==> src/rtl/pseudo_spi_dma_if.sv <==
// Host control, SRAM port and two-phase serial lines of pseudo_spi_dma.
// The DMA engine connects through the master modport; the host/SRAM side uses slave.
interface pseudo_spi_dma_if #(
  parameter int DATA_WIDTH = 8,
  parameter int ADDR_WIDTH = 9,
  parameter int LEN_WIDTH  = 8,
  parameter int DIV_WIDTH  = 8
);
  logic                  BGN;
  logic                  MODE;
  logic                  LSB_FIRST;
  logic [ADDR_WIDTH-1:0] ADDR_BGN;
  logic [LEN_WIDTH-1:0]  DATA_LEN;
  logic [DIV_WIDTH-1:0]  FREQ_DIV;
  logic                  SPI_SI;
  logic [DATA_WIDTH-1:0] PI;
  logic                  SCLK1;
  logic                  SCLK2;
  logic                  LAT;
  logic                  SPI_SO;
  logic                  CEN;
  logic                  WEN;
  logic [ADDR_WIDTH-1:0] A;
  logic [DATA_WIDTH-1:0] PO;
  logic                  BUSY;
  logic                  DONE;

  modport master (
    input  BGN, MODE, LSB_FIRST, ADDR_BGN, DATA_LEN, FREQ_DIV, SPI_SI, PI,
    output SCLK1, SCLK2, LAT, SPI_SO, CEN, WEN, A, PO, BUSY, DONE
  );

  modport slave (
    output BGN, MODE, LSB_FIRST, ADDR_BGN, DATA_LEN, FREQ_DIV, SPI_SI, PI,
    input  SCLK1, SCLK2, LAT, SPI_SO, CEN, WEN, A, PO, BUSY, DONE
  );
endinterface

==> src/rtl/pseudo_spi_dma.sv <==
// SRAM <-> serial DMA engine: streams DATA_LEN words between a single-port SRAM
// and a two-phase (SCLK1/SCLK2) serial link, one word per DATA_WIDTH bit periods.
module pseudo_spi_dma #(
  parameter int DATA_WIDTH = 8,
  parameter int ADDR_WIDTH = 9,
  parameter int LEN_WIDTH  = 8,
  parameter int DIV_WIDTH  = 8
) (
  input  logic             CLK,
  input  logic             RST,
  pseudo_spi_dma_if.master bus
);
  localparam int BIT_W = (DATA_WIDTH > 1) ? $clog2(DATA_WIDTH) : 1;

  localparam logic [2:0] S_IDLE  = 3'd0;
  localparam logic [2:0] S_ADDR  = 3'd1;
  localparam logic [2:0] S_READ  = 3'd2;
  localparam logic [2:0] S_SHIFT = 3'd3;
  localparam logic [2:0] S_LATCH = 3'd4;
  localparam logic [2:0] S_WRITE = 3'd5;
  localparam logic [2:0] S_NEXT  = 3'd6;
  localparam logic [2:0] S_DONE  = 3'd7;

  logic [2:0]            state, state_nxt;
  logic                  mode_q, lsb_q;
  logic [DIV_WIDTH-1:0]  div_q, div_cnt;
  logic [1:0]            phase;
  logic [BIT_W-1:0]      bit_cnt;
  logic [DATA_WIDTH-1:0] shreg;
  logic [ADDR_WIDTH-1:0] addr;
  logic [LEN_WIDTH-1:0]  rem;
  logic                  running, tick, frame_end, last_word, sram_sel;

  assign running   = (state == S_SHIFT) || (state == S_LATCH);
  assign tick      = running && (div_cnt == div_q);
  assign frame_end = tick && (phase == 2'd3) && (bit_cnt == BIT_W'(DATA_WIDTH - 1));
  assign last_word = (rem == LEN_WIDTH'(1));
  assign sram_sel  = (state == S_ADDR) || (state == S_WRITE);

  // Dropping BGN returns to IDLE from every state: abort when busy, acknowledge in DONE.
  always_comb begin
    state_nxt = state;
    if (!bus.BGN) begin
      state_nxt = S_IDLE;
    end else begin
      case (state)
        S_IDLE:  state_nxt = (bus.DATA_LEN == '0) ? S_DONE : (bus.MODE ? S_SHIFT : S_ADDR);
        S_ADDR:  state_nxt = S_READ;
        S_READ:  state_nxt = S_SHIFT;
        S_SHIFT: if (frame_end) state_nxt = mode_q ? S_WRITE : S_LATCH;
        S_LATCH: if (tick) state_nxt = last_word ? S_DONE : S_NEXT;
        S_WRITE: state_nxt = last_word ? S_DONE : S_NEXT;
        S_NEXT:  state_nxt = mode_q ? S_SHIFT : S_ADDR;
        S_DONE:  state_nxt = S_DONE;
        default: state_nxt = S_IDLE;
      endcase
    end
  end

  always_ff @(posedge CLK or posedge RST) begin
    if (RST) begin
      state   <= S_IDLE;
      mode_q  <= 1'b0;
      lsb_q   <= 1'b0;
      div_q   <= '0;
      div_cnt <= '0;
      phase   <= '0;
      bit_cnt <= '0;
      shreg   <= '0;
      addr    <= '0;
      rem     <= '0;
    end else begin
      state <= state_nxt;

      if (state == S_IDLE && bus.BGN) begin
        mode_q <= bus.MODE;
        lsb_q  <= bus.LSB_FIRST;
        div_q  <= bus.FREQ_DIV;
        addr   <= bus.ADDR_BGN;
        rem    <= bus.DATA_LEN;
      end

      // Every exit from SHIFT/LATCH happens on a tick, so this also clears on entry.
      div_cnt <= (running && !tick) ? div_cnt + DIV_WIDTH'(1) : '0;

      if (state != S_SHIFT) begin
        phase   <= '0;
        bit_cnt <= '0;
      end else if (tick) begin
        phase <= phase + 2'd1;
        if (phase == 2'd3) bit_cnt <= bit_cnt + BIT_W'(1);
      end

      if (state == S_READ) begin
        shreg <= bus.PI;
      end else if (state == S_SHIFT && tick) begin
        if (!mode_q && phase == 2'd3)
          shreg <= lsb_q ? {1'b0, shreg[DATA_WIDTH-1:1]} : {shreg[DATA_WIDTH-2:0], 1'b0};
        else if (mode_q && phase == 2'd2)
          shreg <= lsb_q ? {bus.SPI_SI, shreg[DATA_WIDTH-1:1]} : {shreg[DATA_WIDTH-2:0], bus.SPI_SI};
      end

      if (state == S_NEXT) begin
        addr <= addr + ADDR_WIDTH'(1);
        rem  <= rem - LEN_WIDTH'(1);
      end
    end
  end

  // Outputs decode from registered state only, so an asynchronous reset clears them at once.
  assign bus.SCLK1  = (state == S_SHIFT) && (phase == 2'd0);
  assign bus.SCLK2  = (state == S_SHIFT) && (phase == 2'd2);
  assign bus.LAT    = (state == S_LATCH);
  assign bus.SPI_SO = (state == S_SHIFT) && !mode_q && (lsb_q ? shreg[0] : shreg[DATA_WIDTH-1]);
  assign bus.CEN    = !sram_sel;
  assign bus.WEN    = (state != S_WRITE);
  assign bus.A      = sram_sel ? addr : '0;
  assign bus.PO     = (state == S_WRITE) ? shreg : '0;
  assign bus.BUSY   = (state != S_IDLE) && (state != S_DONE);
  assign bus.DONE   = (state == S_DONE);
endmodule

==> src/flat_wrapper.sv <==
// flat-port wrapper written by rule: the top's interface ports become plain ports
module pseudo_spi_dma_flat 
#(
  parameter int DATA_WIDTH = 8,
  parameter int ADDR_WIDTH = 9,
  parameter int LEN_WIDTH  = 8,
  parameter int DIV_WIDTH  = 8
)
  (CLK, RST, bus_BGN, bus_MODE, bus_LSB_FIRST, bus_ADDR_BGN, bus_DATA_LEN, bus_FREQ_DIV, bus_SPI_SI, bus_PI, bus_SCLK1, bus_SCLK2, bus_LAT, bus_SPI_SO, bus_CEN, bus_WEN, bus_A, bus_PO, bus_BUSY, bus_DONE);
  pseudo_spi_dma_if #(.DATA_WIDTH(DATA_WIDTH), .ADDR_WIDTH(ADDR_WIDTH), .LEN_WIDTH(LEN_WIDTH), .DIV_WIDTH(DIV_WIDTH)) bus_i ();
  input  logic CLK;
  input  logic RST;
  input wire logic [$bits(bus_i.BGN)-1:0] bus_BGN;
  input wire logic [$bits(bus_i.MODE)-1:0] bus_MODE;
  input wire logic [$bits(bus_i.LSB_FIRST)-1:0] bus_LSB_FIRST;
  input wire logic [$bits(bus_i.ADDR_BGN)-1:0] bus_ADDR_BGN;
  input wire logic [$bits(bus_i.DATA_LEN)-1:0] bus_DATA_LEN;
  input wire logic [$bits(bus_i.FREQ_DIV)-1:0] bus_FREQ_DIV;
  input wire logic [$bits(bus_i.SPI_SI)-1:0] bus_SPI_SI;
  input wire logic [$bits(bus_i.PI)-1:0] bus_PI;
  output wire logic [$bits(bus_i.SCLK1)-1:0] bus_SCLK1;
  output wire logic [$bits(bus_i.SCLK2)-1:0] bus_SCLK2;
  output wire logic [$bits(bus_i.LAT)-1:0] bus_LAT;
  output wire logic [$bits(bus_i.SPI_SO)-1:0] bus_SPI_SO;
  output wire logic [$bits(bus_i.CEN)-1:0] bus_CEN;
  output wire logic [$bits(bus_i.WEN)-1:0] bus_WEN;
  output wire logic [$bits(bus_i.A)-1:0] bus_A;
  output wire logic [$bits(bus_i.PO)-1:0] bus_PO;
  output wire logic [$bits(bus_i.BUSY)-1:0] bus_BUSY;
  output wire logic [$bits(bus_i.DONE)-1:0] bus_DONE;
  assign bus_i.BGN = bus_BGN;
  assign bus_i.MODE = bus_MODE;
  assign bus_i.LSB_FIRST = bus_LSB_FIRST;
  assign bus_i.ADDR_BGN = bus_ADDR_BGN;
  assign bus_i.DATA_LEN = bus_DATA_LEN;
  assign bus_i.FREQ_DIV = bus_FREQ_DIV;
  assign bus_i.SPI_SI = bus_SPI_SI;
  assign bus_i.PI = bus_PI;
  assign bus_SCLK1 = bus_i.SCLK1;
  assign bus_SCLK2 = bus_i.SCLK2;
  assign bus_LAT = bus_i.LAT;
  assign bus_SPI_SO = bus_i.SPI_SO;
  assign bus_CEN = bus_i.CEN;
  assign bus_WEN = bus_i.WEN;
  assign bus_A = bus_i.A;
  assign bus_PO = bus_i.PO;
  assign bus_BUSY = bus_i.BUSY;
  assign bus_DONE = bus_i.DONE;
  pseudo_spi_dma #(.DATA_WIDTH(DATA_WIDTH), .ADDR_WIDTH(ADDR_WIDTH), .LEN_WIDTH(LEN_WIDTH), .DIV_WIDTH(DIV_WIDTH)) u_core (.CLK(CLK), .RST(RST), .bus(bus_i));
endmodule
==> config.mk <==
export PLATFORM = sky130hd
export DESIGN_NAME = pseudo_spi_dma_flat
export DESIGN_NICKNAME = d
export VERILOG_FILES = /design/src/rtl/pseudo_spi_dma_if.sv /design/src/rtl/pseudo_spi_dma.sv /design/src/flat_wrapper.sv
export SDC_FILE = /design/constraint.sdc
export NUM_CORES = 1
export LEC_CHECK = 0
export BUFFER_PORTS_ARGS = -buffer_cell sky130_fd_sc_hd__clkbuf_2
export CAP_MARGIN = 15
export CORE_MARGIN = 3
export CORE_UTILIZATION = 49
export CTS_BUF_LIST = sky130_fd_sc_hd__clkbuf_16
export CTS_CLUSTER_SIZE = 25
export DETAILED_ROUTE_END_ITERATION = 12
export MAX_ROUTING_LAYER = met4
export PLACE_DENSITY = 0.81
export SLEW_MARGIN = 25
export SYNTH_ARGS = -nofsm -noshare
export SYNTH_HDL_FRONTEND = slang
export SYNTH_SLANG_ARGS = --single-unit
==> constraint.sdc <==
create_clock -name CLK -period 1.7 [get_ports CLK]
set_input_delay 0.51 -clock CLK [delete_from_list [all_inputs] [get_ports CLK]]
set_output_delay 0.51 -clock CLK [all_outputs]
set_load 0.01 [all_outputs]
==> flow_summary.toml, run 1 <==
[clock_tree]
htreeDepth = 2
clockBufferDepth = 2
clkTransAtPathRegs_ps = 70
cts_tree = "done"
cts-root-buf = "clkbuf_16"
cts_sinks = 51
cts_made_buffers = 5
cts_hold_buf = 0
clk_latency_ps = 300

[detailed_routing]
drt_first_pass_iters = 5
via_count = 3156
drc_errors = 0
drt_iter0_markers = 267
ant_nets = 0
finalWirelength_um = 10060
vias_per_cell = 6.116
wl_per_cell_um = 19.50

[yosys]
async_reset_ff_frac = 1.000
netlist_area_sq_um = 2967
yosysUniqueCellTypes = 50
netlist_instances = 332
synthSimpleGateAreaFrac = 0.2788
synth_compound_area_frac = 0.1181
synth_top_area_frac = 0.4302
seq_area_frac_synth = 0.4302
yosysMostFrequentCell = "nand2_1"
synth_edf_count = 0
synthAdderAreaFrac = 0.03796
synth_top_family_by_area = "simple AND/OR/NAND/NOR gates"
ys.flop_type = "dfrtp_1"
synthTopCellsByArea = "dfrtp_1 43%, nand2_1 8.0%, nor2_1 4.4%, xor2_1 4.4%, ha_1 3.8%"
netlist_top_cells_count = "63 x nand2_1, 51 x dfrtp_1, 35 x nor2_1"
synth_xor_area_frac = 0.05019
yosys.area.top_type = "dfrtp_1"
syn_avg_cell_area_sq_um = 8.936
yosys_warnings = 0
synth.area.mux_share = 0.05272
synth_nets = 380
ys_ff_latch = 51

[place]
dp_hpwl_um = 5494
port_buffers = 63
gp_congestion = 0.8203
dp_cells = 478

[sta]
max_freq_mhz = 519.0
drv_slew = 0
skew_ps = 8.920
grt_setup_unrepaired = "true"
max_slew_margin = 0.6266
finalSetupTns_ps = -5063
finalWorstSetupSlack_ps = -226.9
post-route-min-period_ps = 1927
worst_slew_pin_slew_ps = 555.8
final.period_utilization = 1.133
hold_viol = 0
setup_viol = 51

[power_and_ir_drop]
switchingPower_w = 0.002989
p_comb_frac = 0.520
seqPwrFrac = 0.317
power.leakage_nw = 2.084
powerDensity_nw_per_um2 = 1637
swShare = 0.4247
p_int_w = 0.004048
ir_drop_mv = 0.8211
clock_power_share = 0.163

[layout]
fin_nets = 491
area_delta_synth_final_pct = 44.88
num_antenna_cells = 0
regArea_sq_um = 1280
drive_gt1_frac = 0.4144
finalNonFillerCells = 516
multi_input_area_sq_um = 1844
nFillCells = 361

[status]
violations = "setup timing"
outcome = "finished with violations"

[global_routing]
grt_pass1_wl_um = 13870
grt_max_degree = 24
track_usage = 0.2493
grt_pass1_vias = 2918
antenna_found_initial = 0
gr-total-overflow = 0

[run]
max-cap-violations = 0

[worst_setup_path]
start_kind = "flop"
arrival_ps = 1420
critPathKind = "flop to primary output"
cp.required_ps = 1190
end_kind = "primary output"
path_max_fanout = 6

[floorplanning]
die_w_um = 83.81
dieArea_sq_um = 7024
start_util = 0.5227
ios = 64
rows = 27
die_y_um = 83.81
core_sq_um = 5675

[min_path]
hold_class = "input port to async pin"
layer usage:
layer | part of all wire | routed length (um) | up-vias | track usage
li1 | - | - | 1373 | -
met3 | 0.075 | 753 | 50 | 0.04146
met4 | 0.048 | 482 | 0 | 0.08626
met1 | 0.36 | 3648 | 1510 | 0.3013
met5 | 0 | 0 | - | -
met2 | 0.51 | 5175 | 223 | 0.4223
area by class of cell:
class                      instances  area share
tap                               72     0.02096
sequential                        51      0.2978
clock inverter                     3    0.009025
inverter                           9    0.008734
clock buffer                       5     0.02911
multi-input combinational        258      0.4291
timing repair buffer             118      0.2052
worst max-delay path, cell delays in order, from the launching register on:
cell and delay [ps]:
dfrtp_2 480, nand3b_1 280, nor3_2 200, buf_2 160
power by group through the flow:
stage | clock (W) | sequential (W) | combinational [W]
6_report | 0.00114 | 0.00223 | 0.00366
5_1_grt | 0.00121 | 0.00227 | 0.00393
4_1_cts | 0.00113 | 0.00215 | 0.00296
3_5_place_dp | 0 | 0.00215 | 0.00254
3_3_place_gp | 0 | 0.00212 | 0.00243
2_1_floorplan | 0 | 0.00199 | 0.00180
timing repair:
action | 4_1_cts | 5_1_grt
setup buffers | 17 | 13
setup endpoints to repair | 37 | 68
gates cloned | 1 | 1
resized for setup | 25 | 89
pin swaps | 6 | 30
metrics by stage:
| step | utilization | worst slack (ps) | cell area (sq um) | hold WS, ps | power (W) |
|---|---|---|---|---|---|
| 2_1_floorplan | - | -10.99 | 2977 | 465.5 | 0.003788 |
| 3_3_place_gp | 0.6239 | 84.34 | 3541 | 484.2 | 0.004544 |
| 3_5_place_dp | 0.6239 | -49.18 | 3541 | 487.7 | 0.004685 |
| 4_1_cts | 0.6909 | -138.1 | 3921 | 217.8 | 0.006241 |
| 5_1_grt | 0.7573 | -215.2 | 4298 | 229.3 | 0.007411 |
| 6_report | 0.7573 | -226.9 | 4298 | 209.9 | 0.007037 |
cells by family (layout without fill, tap and decap cells):
group / count (synthesis) / in the layout
flip-flops: 51 / 51
adder cells (fa/ha/maj): 9 / 9
multiplexers: 15 / 15
AND/OR/NAND/NOR: 163 / 163
buffers and inverters: 23 / 135
AO/OA/AOI/OAI: 54 / 54
XOR/XNOR: 17 / 17
flip-flops by register name, summed over array words and instances, names as in the netlist, 2 cells and up:
register,cells
u_core.div_cnt,8
u_core.addr,9
u_core.bit_cnt,3
u_core.phase,2
u_core.div_q,8
u_core.state,3
u_core.shreg,8
u_core.rem,8
placed cells by master, fill, tap and decap left out, types with 3 or more instances in the layout:
cell and n:
mux2i_1 9, nor4_4 3, ha_1 8, xor2_1 15
nand2_4 3, nor2_4 5, buf_4 40, mux2_2 5
buf_2 12, o211ai_1 4, clkbuf_2 41, dfrtp_1 48
nand3b_1 3, nand2_1 59, and3_4 8, and2_1 11
buf_6 21, nor4_1 3, clkbuf_16 6, nand3_1 13
a21oi_1 6, o21ai_2 3, inv_1 7, o21ai_1 12
dfrtp_2 3, and3_1 3, nor2_1 28, nor3_1 3
o21ai_0 5
worst paths after layout:
path / startpoint / endpoint / slack (ps) / cells after the start
max: u_core.state[2] / bus_SPI_SO / -230 / 3
min: RST / u_core.addr[3] / 210 / 2
max in group asynchronous: RST / u_core.addr[6] / 1050 / 3
min in group CLK: bus_FREQ_DIV[1] / u_core.div_q[1] / 400 / 3
min reg2reg: u_core.div_q[1] / u_core.div_q[1] / 500 / 2
max reg2reg: u_core.state[0] / u_core.addr[8] / -150 / 8
Power figures use the tool's default switching activity.
==> run 2, diff against run 1 <==
RECOVER_POWER = 100   (was unset)
==> run 2 against run 1 <==
Compared with the run above:
- the run still ends with setup timing left
- critical endpoint unchanged
- register-to-register slack is essentially flat
- final area shrank 0.82%
- sequential share of layout area rose by 0.24 points
- fmax up 1.2%
- first-iteration DRC count up 39%
- combinational power about the same
==> flow_summary.toml, run 2 (synthesis gave the netlist of run 1 again) <==
[status]
outcome = "finished with violations"
violations = "setup timing"

[clock_tree]
clockBufferDepth = 2
cts_tree = "done"
clk_latency_ps = 300
cts_hold_buf = 0
clkTransAtPathRegs_ps = 70
cts_made_buffers = 5
cts-root-buf = "clkbuf_16"
htreeDepth = 2
cts_sinks = 51

[min_path]
hold_class = "input port to async pin"

[power_and_ir_drop]
power.leakage_nw = 2.073
powerDensity_nw_per_um2 = 1646
ir_drop_mv = 0.8238

[detailed_routing]
top_layer_used = "met4"
drt_first_pass_iters = 5
wl_met1_um = 3734
wl_per_cell_um = 19.39
drt_iter0_markers = 371
route.met2.wl_um = 5185
drc_errors = 0
ant_nets = 0
vias_per_cell = 6.052
met3WireLength_um = 632
via_count = 3123
finalWirelength_um = 10010

[run]
max-cap-violations = 0

[sta]
grt_setup_unrepaired = "true"
drv_slew = 0
final.period_utilization = 1.120
hold_viol = 0
max_slew_margin = 0.4869
finalSetupTns_ps = -4810
max_freq_mhz = 525.3
hold_ws_ps = 278.5
finalWorstSetupSlack_ps = -203.5
post-route-min-period_ps = 1904
skew_ps = 8.995
setup_viol = 51
worst_slew_pin_slew_ps = 765.4

[global_routing]
grt_max_degree = 24
antenna_found_initial = 0
track_usage = 0.2493
grt_pass1_vias = 2918
grt_pass1_wl_um = 13870
gr-total-overflow = 0

[worst_setup_path]
end_kind = "primary output"
cpPeakStageDelay_ps = 480
critPathKind = "flop to primary output"
crit_family = "flip-flops"
path_max_fanout = 6
start_kind = "flop"
cp_slowest_cell = "dfrtp_2"
worst-path-buf-inv = 1
crit_chain = "nand3b_1 -> nor3_2 -> buf_2"
cp.required_ps = 1190
arrival_ps = 1390

[layout]
finalNonFillerCells = 516
final_common_cell = "nand2_1"
largest_register = "u_core.addr"
multi_input_area_sq_um = 1844
num_antenna_cells = 0
fin_nets = 491
regArea_sq_um = 1280
design_area_sq_um = 4263
layout_common_cells = "59 x nand2_1, 48 x dfrtp_1, 43 x clkbuf_2"
area_delta_synth_final_pct = 43.69
nFillCells = 365
drive_gt1_frac = 0.4144
largest_reg_flops = 9

[floorplanning]
dieArea_sq_um = 7024
die_y_um = 83.81
die_w_um = 83.81
core_sq_um = 5675
rows = 27
start_util = 0.5227
ios = 64

[place]
port_buffers = 63
dp_cells = 478
dpl_cell_area_sq_um = 3541
dp_hpwl_um = 5494
gp_congestion = 0.8203
## run 2: cell count changes in the layout (fill, tap and decap cells not counted), sizes merged
cell | before | now
buf | 76 | 74
clkbuf | 47 | 49
## run 2: layer usage
layer,GRT usage,vias up
met1,0.3013,1508
met2,0.4223,193
met5,-,-
met4,0.08626,0
li1,-,1379
met3,0.04146,43
## run 2: repair_timing
action | in CTS | in global routing
pin swaps | 6 | 30
gates cloned | 1 | 1
setup buffers | 17 | 13
setup endpoints to repair | 37 | 68
resized for setup | 25 | 89
## run 2: final timing paths
path	start	endpoint	slack (ps)	cells past startpoint
setup reg to reg	u_core.state[0]	u_core.addr[8]	-140	8
hold reg to reg	u_core.div_q[1]	u_core.div_q[1]	500	2
hold / removal	RST	u_core.addr[3]	280	2
min in group CLK	bus_FREQ_DIV[1]	u_core.div_q[1]	400	3
setup / recovery	u_core.state[2]	bus_SPI_SO	-200	3
max in group asynchronous	RST	u_core.addr[6]	520	3
## run 2: through the flow
| stage | worst slack [ps] | util | total power [W] |
|---|---|---|---|
| after floorplan | -10.99 | - | 0.003788 |
| after global placement | 84.34 | 0.6239 | 0.004544 |
| after detailed placement | -49.18 | 0.6239 | 0.004685 |
| after CTS | -138.1 | 0.6909 | 0.006241 |
| after global routing | -215.2 | 0.7511 | 0.007395 |
| final | -203.5 | 0.7511 | 0.007017 |
## run 2: area by class of cell
| class | instances | share of cell area |
|---|---|---|
| Multi-Input combinational cell | 258 | 0.4326 |
| Tap cell | 72 | 0.02113 |
| Inverter | 9 | 0.008218 |
| Timing Repair Buffer | 118 | 0.1993 |
| Clock inverter | 3 | 0.009099 |
| Clock buffer | 5 | 0.02935 |
| Sequential cell | 51 | 0.3003 |
## run 2: where the power goes
group | switching (W) | total [W] | internal [W]
combinational | 0.00196 | 0.00364 | 0.00167
sequential | 0.000555 | 0.00223 | 0.00167
clock | 0.000462 | 0.00115 | 0.000688
